==> src/rtl/register_file.sv <==
// ---------------------------------------------------------------------------
// register_file
//   General-purpose CPU register file with 2**ADDR_WIDTH words of
//   DATA_WIDTH bits. It has two combinational read ports and one write port
//   that updates on the falling clock edge. Register 0 is hardwired to zero
//   and has no storage behind it.
//
//   Writes land on the falling edge. A value written back in one cycle can
//   therefore be read by decode during the second half of that same cycle.
//
// Ports
//   clock      in   1           single clock; all state changes on negedge
//   reset      in   1           synchronous, active-high; clears all registers
//   ReadReg1   in   ADDR_WIDTH  read port 1 address
//   ReadReg2   in   ADDR_WIDTH  read port 2 address
//   writeReg   in   ADDR_WIDTH  write port address
//   writeData  in   DATA_WIDTH  write port data
//   write      in   1           write enable, active-high
//   out1       out  DATA_WIDTH  contents of register ReadReg1 (combinational)
//   out2       out  DATA_WIDTH  contents of register ReadReg2 (combinational)
// ---------------------------------------------------------------------------
module register_file #(
  parameter int DATA_WIDTH = 32,
  parameter int ADDR_WIDTH = 5
) (
  input  logic                  clock,
  input  logic                  reset,
  input  logic [ADDR_WIDTH-1:0] ReadReg1,
  input  logic [ADDR_WIDTH-1:0] ReadReg2,
  input  logic [ADDR_WIDTH-1:0] writeReg,
  input  logic [DATA_WIDTH-1:0] writeData,
  input  logic                  write,
  output logic [DATA_WIDTH-1:0] out1,
  output logic [DATA_WIDTH-1:0] out2
);

  localparam int DEPTH = 2 ** ADDR_WIDTH;

  // Storage exists only for registers 1..DEPTH-1.
  logic [DATA_WIDTH-1:0] regs_reg [1:DEPTH-1];

  // Reset takes priority over a write in the same edge. A write to
  // address 0 matches no entry, so it drops out naturally.
  always_ff @(negedge clock) begin
    for (int i = 1; i < DEPTH; i++) begin
      if (reset) begin
        regs_reg[i] <= '0;
      end else if (write && (writeReg == ADDR_WIDTH'(i))) begin
        regs_reg[i] <= writeData;
      end
    end
  end

  // The read view covers the full address range, with slot 0 tied to
  // constant zero. This lets the read mux index it directly, with no
  // out-of-range select. Because slot 0 is a constant, reads of r0 return
  // zero even before the first reset, when the real registers are still
  // undefined.
  logic [DATA_WIDTH-1:0] rd_word [0:DEPTH-1];

  generate
    for (genvar gi = 0; gi < DEPTH; gi++) begin : g_rd_word
      if (gi == 0) begin : g_zero
        assign rd_word[gi] = '0;
      end else begin : g_reg
        assign rd_word[gi] = regs_reg[gi];
      end
    end
  endgenerate

  // Reads have zero latency and no write bypass. A write becomes visible
  // only once it has been stored at the falling edge.
  assign out1 = rd_word[ReadReg1];
  assign out2 = rd_word[ReadReg2];

endmodule

==> config.mk <==
export PLATFORM = sky130hd
export DESIGN_NAME = register_file
export DESIGN_NICKNAME = d
export VERILOG_FILES = /design/src/rtl/register_file.sv
export SDC_FILE = /design/constraint.sdc
export NUM_CORES = 2
export LEC_CHECK = 0
export ABC_AREA = 1
export BUFFER_PORTS_ARGS = -buffer_cell sky130_fd_sc_hd__buf_2
export CELL_PAD_IN_SITES_DETAIL_PLACEMENT = 0
export CELL_PAD_IN_SITES_GLOBAL_PLACEMENT = 1
export CORE_MARGIN = 4
export CORE_UTILIZATION = 48
export DETAILED_ROUTE_END_ITERATION = 8
export PLACE_DENSITY_LB_ADDON = 0.1
export SLEW_MARGIN = 15
export SYNTH_ARGS = -nofsm -noshare
export SYNTH_HDL_FRONTEND = slang
export SYNTH_SLANG_ARGS = --single-unit
export TNS_END_PERCENT = 5
==> constraint.sdc <==
create_clock -name clock -period 5.1 [get_ports clock]
set_clock_uncertainty 0.05 [all_clocks]
set_input_delay 1.02 -clock clock [delete_from_list [all_inputs] [get_ports clock]]
set_output_delay 1.02 -clock clock [all_outputs]
set_load 0.02 [all_outputs]
==> results.cfg <==
[route]
met1Wirelength_mm = 88.4
route.met2.wl_mm = 104
vias_per_cell = 5.75
route.final.wire_length_mm = 232
met3WireLength_mm = 27.8
detailedRoute.firstIterationViolations = 7868
drc = 0
drtAntennaViolNets = 0
wl_per_cell_microns = 23.6
maxUsedRoutingLayer = met5
vias = 56574
dr.pass1.iters = 9

[sta]
setup_tns_ns = -32.47
max-slew-margin-rel_pct = 21.4
timing_hold_violations_final = 0
grt_setup_unrepaired = true
setup_slack_ns = -0.569
report.final.setup_viol = 64
slew_violations = 0
worst_slew_pin_slew_ns = 1.18

[yosys]
area_fraction_in_and_or_nand_and_nor_cells_after_synthesis_pct = 34.7
syn-cell-area_sq_um = 56300
synth_warnings = 0
largest_family_of_logic_cells_by_synthesized_area = simple AND/OR/NAND/NOR gates
synth.lib_cells_used.distinct = 16
yosys.area_share.adder_pct = 0
syn_inst = 7301
synth_seq_area_share_pct = 52.9
synth_seq_cells = 992
synth_area_per_cell_sq_um = 7.71
synth_compound_area_share_pct = 2.37
synth.net_count = 7351
yosys.area_share.xor_xnor_pct = 0
fraction_of_synthesized_area_in_multiplexers_pct = 0

[critical_path]
crit_buf_inv = 2
cp_data_arrival_time_ns = 4.60
required_time_at_the_endpoint_of_the_critical_path_ns = 4.03
cp_slowest_stage_delay_ns = 0.36
slowest_stage = sky130_fd_sc_hd__edfxtp_1
crit_path_start_kind = flip-flop
cpMostUsedCell = sky130_fd_sc_hd__nand2_1
critPathTopFamily = simple AND/OR/NAND/NOR gates
critPathCaptureType = output pin
critical_path_class = flip-flop to output pin
path_max_fanout = 2
ordered_cell_list_for_the_critical_path = inv_1, nand2_1, nand3_1, nand3_4, nand3_4, nand2_1, nand2_1, nand2_1, buf_2

[clocking]
clk_buf_depth = 3
clock-root-buffer = sky130_fd_sc_hd__clkbuf_16
cts_tree = yes
clock_tree.htree_level_count = 3
numCtsBuffers = 118
clock_pin_slew_reported_for_the_worst_setup_and_hold_paths_after_clock_tree_synthesis_ns = 0.03
clock-sinks = 992

[final_layout]
number_of_flip_flops_in_the_largest_register = 992
flow.area_growth_from_synthesis_pct = 25.4
finish.utilization_pct = 60.7
finish.net_count = 8257
most_common_cell_after_layout_fill_and_taps_aside = sky130_fd_sc_hd__nand2_1
layout_filler_cell_count = 10556
final_cell_mix = sky130_fd_sc_hd__nand2_1, sky130_fd_sc_hd__inv_1, sky130_fd_sc_hd__nand3_1
diodes = 0
post_route_cells_drive_above_1_share_pct = 12.7

[placement]
place_hpwl_mm = 131
io_buffer_count = 113
gp_congestion = 0.913

[job]
cap_viol_max_count = 0

[floorplan]
dieHeight_microns = 350
die_area_sq_um = 123000
horizontal_extent_of_the_die_microns = 350
core.rowCount = 125
num_io_pins = 114
placeableCoreArea_sq_um = 116000
initial_core_util_pct = 48.4

[power]
leakagePower_nw = 34.5
peakVddDrop_v = 0.000347
cellPowerDensity_nw_per_um2 = 358

[global_routing]
antenna_violations_before_repair = 1
groute.usage.overall_pct = 37.1
wire_length_of_the_first_global_routing_pass_mm = 339
globalRouteOverflowTotal = 0
grt_pass1_vias = 55917
maximum_number_of_pins_on_one_net_before_global_route_repair = 113

[run_status]
violations = setup timing
status = finished with violations

[worst_hold_path]
holdCritPathClass = input pin to output pin
-- Yosys cell counts --
| master | count | share of area [%] |
|---|---|---|
| sky130_fd_sc_hd__clkbuf_1 | 288 | 1.9 |
| sky130_fd_sc_hd__buf_4 | 27 | 0.36 |
| sky130_fd_sc_hd__buf_1 | 51 | 0.34 |
| sky130_fd_sc_hd__inv_2 | 8 | 0.053 |
| sky130_fd_sc_hd__inv_1 | 756 | 5.0 |
| sky130_fd_sc_hd__a21oi_1 | 256 | 2.3 |
| sky130_fd_sc_hd__nor2_2 | 3 | 0.033 |
| sky130_fd_sc_hd__nor2_4 | 2 | 0.040 |
| sky130_fd_sc_hd__buf_2 | 225 | 2.0 |
| sky130_fd_sc_hd__buf_6 | 13 | 0.26 |
| sky130_fd_sc_hd__nand3_1 | 1567 | 14 |
| sky130_fd_sc_hd__nand2_1 | 1967 | 13 |
| sky130_fd_sc_hd__nor2_1 | 1135 | 7.6 |
| sky130_fd_sc_hd__o21ai_0 | 10 | 0.089 |
| sky130_fd_sc_hd__clkinv_1 | 1 | 0.0067 |
| sky130_fd_sc_hd__edfxtp_1 | 992 | 53 |
-- what timing repair did --
action                     CTS  global route
setup buffers                0             0
pin swaps                  106            89
hold buffers                 0             0
resized for setup          344           163
setup endpoints to repair   64            64
-- metal layers --
layer  vias to the layer above  GRT usage [%]
met5                         -              0
met4                         2           23.1
met3                       621           10.1
met2                      3893           55.4
met1                     26669           48.0
li1                      25389              -
-- cell type report --
class                   instances  area (sq um)  share of cell area (%)
clock buffers                 120          3000                    4.26
clock inverters              1092          4860                    6.90
inverters                     764          2910                    4.12
multi-input cells            4940         23300                    33.0
flip-flops and latches        992         29800                    42.2
well taps                    1524          1910                    2.70
repair buffers                399          4790                    6.79
-- path summary, 6_finish.rpt --
kind | startpoint | endpoint | slack, ns | cells after the start
setup / recovery | regs_reg[0][374]$_SDFFCE_NN0P_ | out2[22] | -0.57 | 9
hold / removal | ReadReg1[2] | out1[14] | 2.77 | 7
-- report_power, final --
group	internal [W]	leakage [nW]	switching [W]	total, W
clock	0.00655	7.35	0.00561	0.0122
sequential	0.00949	9.46	0.000168	0.00966
combinational	0.000981	17.7	0.00247	0.00345
total	0.0170	34.5	0.00825	0.0253
-- cell families after synthesis --
| kind of cell | Yosys count |
|---|---|
| AO/OA/AOI/OAI | 266 |
| buffers and inverters | 1369 |
| flip-flops | 992 |
| AND/OR/NAND/NOR | 4674 |
-- stage by stage --
step | worst slack, ns | std cells | hold WS (ns) | cell area [sq um] | total power (W)
4_1_cts | -0.539 | 9831 | 2.79 | 69800 | 0.0254
2_1_floorplan | -0.290 | 7301 | 2.32 | 56300 | 0.0127
6_report | -0.569 | 9831 | 2.77 | 70500 | 0.0253
3_5_place_dp | -0.264 | 8620 | 2.72 | 60400 | 0.0140
5_1_grt | -0.617 | 9831 | 2.82 | 70500 | 0.0268
3_3_place_gp | -0.262 | 8620 | 2.71 | 60400 | 0.0140
(Power assumes the default switching activity.)
